<file path="src/rtl/aes_pkg.sv">
// Shared AES definitions: field constants, GF(2^8) multipliers built from xtime,
// and the state encoding used by the iterative round units.
package aes_pkg;

    localparam logic [7:0] AES_POLY    = 8'h1b;
    localparam int         AES_STATE_W = 128;
    localparam int         AES_COL_W   = 32;

    typedef enum logic [1:0] {
        IDLE = 2'd0,
        BUSY = 2'd1,
        DONE = 2'd2
    } state_e;

    function automatic logic [7:0] xtime(input logic [7:0] x);
        return {x[6:0], 1'b0} ^ (x[7] ? AES_POLY : 8'h00);
    endfunction

    function automatic logic [7:0] gf_mul9(input logic [7:0] x);
        logic [7:0] x8;
        x8 = xtime(xtime(xtime(x)));
        return x8 ^ x;
    endfunction

    function automatic logic [7:0] gf_mul11(input logic [7:0] x);
        logic [7:0] x2;
        logic [7:0] x8;
        x2 = xtime(x);
        x8 = xtime(xtime(x2));
        return x8 ^ x2 ^ x;
    endfunction

    function automatic logic [7:0] gf_mul13(input logic [7:0] x);
        logic [7:0] x4;
        logic [7:0] x8;
        x4 = xtime(xtime(x));
        x8 = xtime(x4);
        return x8 ^ x4 ^ x;
    endfunction

    function automatic logic [7:0] gf_mul14(input logic [7:0] x);
        logic [7:0] x2;
        logic [7:0] x4;
        logic [7:0] x8;
        x2 = xtime(x);
        x4 = xtime(x2);
        x8 = xtime(x4);
        return x8 ^ x4 ^ x2;
    endfunction

endpackage

</file>
<file path="src/rtl/inv_mix_single_col.sv">
// Combinational InvMixColumns for one 32-bit column; byte b0 sits in the top byte.
module inv_mix_single_col
    import aes_pkg::*;
(
    input  logic [AES_COL_W-1:0] col_i,
    output logic [AES_COL_W-1:0] col_o
);

    logic [7:0] b0, b1, b2, b3;
    logic [7:0] c0, c1, c2, c3;

    assign b0 = col_i[31:24];
    assign b1 = col_i[23:16];
    assign b2 = col_i[15:8];
    assign b3 = col_i[7:0];

    assign c0 = gf_mul14(b0) ^ gf_mul11(b1) ^ gf_mul13(b2) ^ gf_mul9(b3);
    assign c1 = gf_mul9(b0)  ^ gf_mul14(b1) ^ gf_mul11(b2) ^ gf_mul13(b3);
    assign c2 = gf_mul13(b0) ^ gf_mul9(b1)  ^ gf_mul14(b2) ^ gf_mul11(b3);
    assign c3 = gf_mul11(b0) ^ gf_mul13(b1) ^ gf_mul9(b2)  ^ gf_mul14(b3);

    assign col_o = {c0, c1, c2, c3};

endmodule

</file>
<file path="src/rtl/inv_mix_col_iter.sv">
// Iterative InvMixColumns: captures a state, rewrites COLS_PER_CYCLE columns per
// clock in place, then holds the result until the consumer takes it.
module inv_mix_col_iter
    import aes_pkg::*;
#(
    parameter int COLS_PER_CYCLE = 1
) (
    input  logic                   clk,
    input  logic                   rst,
    input  logic                   in_valid,
    output logic                   in_ready,
    input  logic [AES_STATE_W-1:0] in_data,
    output logic                   out_valid,
    input  logic                   out_ready,
    output logic [AES_STATE_W-1:0] out_data
);

    localparam int N     = 4 / COLS_PER_CYCLE;
    // With a single group the counter is never advanced and stays at zero.
    localparam int CNT_W = (N > 1) ? $clog2(N) : 1;

    generate
        if (!(COLS_PER_CYCLE == 1 || COLS_PER_CYCLE == 2 || COLS_PER_CYCLE == 4)) begin : g_bad_cols
            $error("inv_mix_col_iter: COLS_PER_CYCLE must be 1, 2 or 4");
        end
    endgenerate

    state_e                 state_q, state_d;
    logic [CNT_W-1:0]       cnt_q, cnt_d;
    logic [AES_STATE_W-1:0] data_q, data_d;

    logic [AES_COL_W-1:0]   col_in  [COLS_PER_CYCLE];
    logic [AES_COL_W-1:0]   col_out [COLS_PER_CYCLE];

    generate
        for (genvar g = 0; g < COLS_PER_CYCLE; g++) begin : g_col
            assign col_in[g] = data_q[(int'(cnt_q) * COLS_PER_CYCLE + g) * AES_COL_W +: AES_COL_W];
            inv_mix_single_col u_col (
                .col_i (col_in[g]),
                .col_o (col_out[g])
            );
        end
    endgenerate

    always_comb begin
        state_d = state_q;
        cnt_d   = cnt_q;
        data_d  = data_q;
        case (state_q)
            IDLE: begin
                if (in_valid) begin
                    data_d  = in_data;
                    cnt_d   = '0;
                    state_d = BUSY;
                end
            end
            BUSY: begin
                for (int g = 0; g < COLS_PER_CYCLE; g++) begin
                    data_d[(int'(cnt_q) * COLS_PER_CYCLE + g) * AES_COL_W +: AES_COL_W] = col_out[g];
                end
                if (cnt_q == CNT_W'(N - 1)) begin
                    cnt_d   = '0;
                    state_d = DONE;
                end else begin
                    cnt_d = cnt_q + CNT_W'(1);
                end
            end
            DONE: begin
                if (out_ready) begin
                    state_d = IDLE;
                end
            end
            default: state_d = IDLE;
        endcase
    end

    always_ff @(posedge clk) begin
        if (rst) begin
            state_q <= IDLE;
            cnt_q   <= '0;
            data_q  <= '0;
        end else begin
            state_q <= state_d;
            cnt_q   <= cnt_d;
            data_q  <= data_d;
        end
    end

    // Handshake outputs depend on the registered state only.
    assign in_ready  = (state_q == IDLE);
    assign out_valid = (state_q == DONE);
    assign out_data  = data_q;

endmodule

</file>
<file path="config.mk">
export PLATFORM = sky130hd
export DESIGN_NAME = inv_mix_col_iter
export DESIGN_NICKNAME = d
export VERILOG_FILES = /design/src/rtl/aes_pkg.sv /design/src/rtl/inv_mix_single_col.sv /design/src/rtl/inv_mix_col_iter.sv
export SDC_FILE = /design/constraint.sdc
export NUM_CORES = 1
export LEC_CHECK = 0
export CAP_MARGIN = 30
export CORE_MARGIN = 5
export CORE_UTILIZATION = 25
export CTS_CLUSTER_SIZE = 12
export DETAILED_ROUTE_END_ITERATION = 7
export HOLD_SLACK_MARGIN = 0.08
export SLEW_MARGIN = 40
export SYNTH_ARGS = -nofsm -noshare
export SYNTH_HDL_FRONTEND = slang
export SYNTH_HIERARCHICAL = 1
export SYNTH_SLANG_ARGS = --single-unit
</file>
<file path="constraint.sdc">
create_clock -name clk -period 7.67 [get_ports clk]
set_input_delay 2.301 -clock clk [delete_from_list [all_inputs] [get_ports clk]]
set_output_delay 2.301 -clock clk [all_outputs]
set_load 0.02 [all_outputs]
</file>
==> results of run 1 <==
cells by family after synthesis:
family | share of synthesized area, %
buffers and inverters | 12.1
and+or+nand+nor | 8.83
muxes | 6.96
adders and majority gates | 0.604
AOI/OAI and AO/OA | 25.1
DFF | 25.5
xor gates and xnor gates | 20.8
final timing paths:
check | start | end | slack, ns | cells after the start
worst max register to register | cnt_q[0] | out_data[35] | 2.95 | 8
worst max-delay path | cnt_q[0] | out_data[35] | 2.95 | 8
worst min register to register | out_data[100] | out_data[100] | 0.47 | 2
worst min-delay path | out_data[100] | out_data[100] | 0.47 | 2
registers in the layout (all words and copies together), names as in the netlist:
register	cells
state_q	2
cnt_q	2
out_data	128
cell type report:
cell class | instances | share of cell area, %
multi-input combinational | 647 | 47.7
timing repair buffer | 286 | 20.6
sequential | 132 | 19.3
tap | 532 | 4.86
inverter | 131 | 3.59
clock buffer | 23 | 3.56
clock inverter | 5 | 0.384
antenna | 1 | 0.0183
power groups by stage:
stage          logic [W]  registers, W  clock network (W)
2_1_floorplan    0.00215      0.000915                  0
3_3_place_gp     0.00320      0.000854                  0
3_5_place_dp     0.00321      0.000857                  0
4_1_cts          0.00323      0.000843           0.000790
5_1_grt          0.00341      0.000852           0.000820
6_report         0.00326      0.000844           0.000782
worst max-delay path, stage by stage (launching register included):
cell,delay (ns)
dfxtp_2,0.84
buf_4,0.53
mux4_2,0.66
xnor2_1,0.72
xnor2_1,0.30
xnor3_1,0.45
xnor2_1,0.61
nand4_1,0.23
a221oi_2,0.26
cells in the final DEF, fill, tap and decap left out, types with 27 or more instances in the layout:
cell,instances
o21ai_1,117
mux4_2,32
nand3_1,32
a221oi_2,121
dfxtp_1,129
inv_1,131
clkdlybuf4s50_1,260
nand4_1,96
xor2_1,35
xnor2_1,125
xnor3_1,27
metrics by stage:
step | power (W) | setup WS (ns) | utilization (%) | std cells
floorplan | 0.00306 | 4.30 | - | 1033
global route | 0.00508 | 2.77 | 33.5 | 1757
global placement | 0.00405 | 2.70 | 32.0 | 1725
finish | 0.00489 | 2.95 | 33.5 | 1757
detailed placement | 0.00406 | 2.64 | 32.1 | 1727
CTS | 0.00486 | 2.99 | 33.4 | 1755
per-layer routing:
layer  track usage, %  vias up  wire (µm)
met5                0        -          0
met4             8.53        0       2030
met3             3.48      121       2620
met2             32.4      469      22100
met1             23.9     4751      18300
li1                 -     4163          -
cell usage after synthesis (4+ instances only):
cell type and number:
xor2_1 35, xnor3_1 27, buf_4 17, dfxtp_1 132, nand3_1 32, nand4_1 96
buf_6 26, clkbuf_1 44, inv_1 131, nand2_1 6, o21ai_0 6, o21ai_2 5
a221oi_2 121, buf_2 35, xor3_1 4, ha_1 5, mux4_2 32, xnor2_1 125
a221oi_1 7, a21o_1 4, nor2b_1 4, o21ai_1 117
==> key figures, run 1 <==
Finish
  • Multi-input gate area: 0.00653 mm²
  • Share of cells above drive strength 1: 18.7%
  • Design area: 0.0137 mm²
  • Area grow syn2layout: 32.3%
  • Register area: 0.00265 mm²
  • Number of fill cells: 4,175
  • Total Nets Final: 1,352

Placed design
  • HPWL Detailed: about 33 mm
  • Placed inst area: 0.0131 mm²
  • Routability cong.: around 1
  • PortBufs: 261

Timing
  • # setup viols final: 0
  • Final hold violations: 0
  • TNS Setup: 0 ns
  • Max Freq: between 0.2 and 0.25 GHz
  • Pins Over Slew Limit: 0
  • Slew @ Worst Pin: 0.861 ns
  • Clock skew: 0.0140 ns
  • Hold_ws: between 0.4 and 0.5 ns
  • Rel. slew slack: 42.2%
  • Min Tclk post-route: 4.72 ns
  • RSZ-0062 raised after global routing: false
  • Final cycle utilization of the critical path: 61.5%

Synthesis
  • Area share of the leading cell type in the synthesized netlist: 25.5%
  • Top FF cell, synth: dfxtp_1
  • Syn nets: 1,170
  • Post-Syn Instances: 1,033
  • Fraction of registers with async set/reset: 0%
  • Synth Cell Area: a little over 0.01 mm²
  • Unique masters post-synth: 38
  • Seq cells post-synth: about 130
  • Post-synth EDFFs: 0
  • Avg Cell Area, Syn: 10.0 µm²
  • Sequential fraction of the synthesis area: 25.5%
  • Synth warn: 6
  • Area leader, netlist: dfxtp_1
  • Top post-synthesis cells by area: dfxtp_1 (26%), a221oi_2 (18%), xnor2_1 (11%)

Setup path
  • Crit path DAT: 5.06 ns
  • Crit path required time: 8.01 ns
  • Critical path type: reg -> reg
  • Type of origin of the critical path: register
  • Peak fanout along the critical path: 23
  • Endpoint class of the critical path: register

Clock network
  • Hold_buf cts: 0
  • Clock sinks: 132
  • Worst-path clk slew: 0.06 ns
  • Total CTS buffers: 17
  • Post-cts resize count: 0
  • CTS tree: built
  • Clk_lat worst skew: around 0.43 ns
  • Postcts setup bufs: 0
  • Clock Tree Buf Depth: 2
  • H-tree depth: 4
  • Root Driver: clkbuf_16

Pwr
  • Power Dens Cells: 357 mW/mm²
  • Worst VDD drop: 0.000256 V
  • Internal Power: roughly 0.0026 W
  • Sw Share: 47.3%
  • Reg power frac: 17.3%
  • P_sw: 0.00231 W
  • Leak: 4.62 nW
  • Clock power frac: 16.0%
  • Fraction of power consumed by combinational cells: 66.7%

Hold path
  • Hold Crit Class: reg -> reg

Global routing
  • Grt ovf: 0
  • Largest net degree at the start of global routing: 74
  • First-pass GRT wire length: 65.6 mm
  • Vias in the first global route: 9,956
  • Initial antenna violation count: 1
  • All-Layer GR Usage: a little under a fifth

Status
  • Status: finished clean

Die
  • Initial Utilization: 25.3%
  • Die Wd: 214 µm
  • Die extent in y: 214 µm
  • Core area: 0.0409 mm²
  • Cell Rows: 74
  • Die area: ~0.046 mm²
  • IO Count: 262

Job
  • Max-Cap Viols: 0

Detailed routing
  • Initial DRC count: 707
  • Post-route ant nets: 0
  • Drt total wl: 45.0 mm
  • Wirelength per Cell: between 20 and 30 µm
  • Via density: 5.41
  • Post-route DRC: 0
  • Detailed Routing Iterations Pass 1: 5
  • Vias: between 9,000 and 10,000
Note: power is estimated with default switching activity, not from simulation.
==> run 2: changes to the inputs <==
clock period = 4.57 ns   (was 7.67 ns; I/O delays follow)
==> key figures, run 2 (synthesis gave the netlist of run 1 again) <==
Global routing
  • Vias in the first global route: ~9,700
  • Initial antenna violation count: 0
  • Largest net degree at the start of global routing: 75
  • First-pass GRT wire length: 66.1 mm
  • All-Layer GR Usage: 19.4%
  • Grt ovf: 0

Timing
  • Final hold violations: 0
  • Final cycle utilization of the critical path: between 90% and 100%
  • Slew @ Worst Pin: 0.752 ns
  • # setup viols final: 0
  • Clock skew: 0.0122 ns
  • Rel. slew slack: 49.8%
  • Min Tclk post-route: around 4.2 ns
  • TNS Setup: 0 ns
  • Pins Over Slew Limit: 0
  • Final worst slack: about 0.32 ns
  • RSZ-0062 raised after global routing: false
  • Max Freq: 0.236 GHz

Finish
  • ANT cells: 0
  • Number of fill cells: 4,152
  • Non-Filler Instances: approximately 1,800
  • Most frequent cells in the layout: clkdlybuf4s50_1 (260), inv_1 (131), dfxtp_1 (129), xnor2_1 (125), a221oi_2 (121)
  • Register area: around 0.0026 mm²
  • Total Nets Final: about 1,400
  • Commonest non-fill, non-tap cell in the layout: clkdlybuf4s50_1
  • Share of cells above drive strength 1: around a fifth
  • Number of flip-flops in the largest register: 128
  • Design area: 0.0141 mm²
  • Multi-input gate area: between 0.006 and 0.007 mm²
  • Area grow syn2layout: 35.8%

Detailed routing
  • Via density: 5.38
  • Post-route DRC: 0
  • Post-route ant nets: 0
  • Wirelength per Cell: 25.7 µm
  • Drt total wl: 45.9 mm
  • Vias: 9,602
  • Detailed Routing Iterations Pass 1: 5
  • Initial DRC count: 987

Clock network
  • H-tree depth: 4
  • CTS tree: built
  • Clock sinks: 132
  • Total CTS buffers: 17
  • Hold_buf cts: 0
  • Postcts setup bufs: 0
  • Clk_lat worst skew: about 0.43 ns
  • Root Driver: clkbuf_16
  • Clock Tree Buf Depth: 2
  • Worst-path clk slew: 0.06 ns
  • Post-cts resize count: 0

Die
  • Die Wd: 214 µm
  • Die extent in y: 214 µm
  • Cell Rows: 74
  • Initial Utilization: between 20% and 30%
  • Core area: 0.0409 mm²
  • IO Count: 262
  • Die area: between 0.04 and 0.05 mm²

Placed design
  • HPWL Detailed: 34.3 mm
  • Worst slack, placed: 0.381 ns
  • Dpl cells: 1,754
  • PortBufs: between 200 and 300
  • Routability cong.: 0.942
  • Placed inst area: between 0.01 and 0.015 mm²

Setup path
  • Peak fanout along the critical path: 21
  • Critical path type: reg -> reg
  • Crit path DAT: 4.58 ns
  • Type of origin of the critical path: register
  • Endpoint class of the critical path: register
  • Crit path required time: 4.91 ns

Pwr
  • Power Dens Cells: 612 mW/mm²
  • Leak: approximately 4.8 nW
  • Worst VDD drop: 0.000408 V

Hold path
  • Hold Crit Class: reg -> reg

Status
  • Status: finished clean

Job
  • Max-Cap Viols: 0
run 2: cell types whose count changed in the layout (fill, tap and decap cells not counted), sizes merged:
cell / delta
clkinvlp: +1
clkinv: +1
clkbuf: -3
diode: -1
buf: +28
bufinv: +3
run 2: path summary, 6_finish.rpt:
| check | depth (start not counted) | from | slack, ns | end |
|---|---|---|---|---|
| worst max-delay path | 8 | cnt_q[0] | 0.32 | out_data[89] |
| worst min-delay path | 2 | out_data[67] | 0.48 | out_data[67] |
| worst max register to register | 8 | cnt_q[0] | 0.32 | out_data[89] |
| worst min register to register | 2 | out_data[67] | 0.48 | out_data[67] |
run 2: final cells by class:
class	instances	share of cell area (%)
Tap cell	532	4.73
Clock inverter	10	1.10
Clock buffer	21	3.28
Inverter	131	3.50
Multi-Input combinational cell	647	46.4
Timing Repair Buffer	313	22.2
Sequential cell	132	18.8
run 2: report_power, final:
part	internal [W]	switching [W]
Sequential	0.00128	0.000150
Clock	0.000935	0.000548
Combinational	0.00240	0.00329
Total	0.00462	0.00399
run 2: layer usage:
metal	part of all wire [%]	wire [µm]	vias up	global-route usage [%]
met5	0	0	-	0
met4	5.0	2290	0	9.08
met3	6.8	3130	105	3.00
met2	48	21800	549	31.9
met1	41	18700	4741	25.1
li1	-	-	4207	-
run 2: through the flow:
stage	total power (W)	util (%)	hold slack, ns
floorplan	0.00514	-	0.550
global placement	0.00703	32.6	0.461
detailed placement	0.00703	32.8	0.465
CTS	0.00855	34.3	0.478
global route	0.00889	34.4	0.498
finish	0.00860	34.4	0.480
run 2: critical path, cell delays in order (launching register included):
cell	delay, ns
dfxtp_2	0.82
buf_4	0.39
mux4_2	0.68
xnor3_1	0.48
xor2_1	0.47
xnor3_1	0.51
xnor2_1	0.35
nand4_1	0.18
a221oi_2	0.27
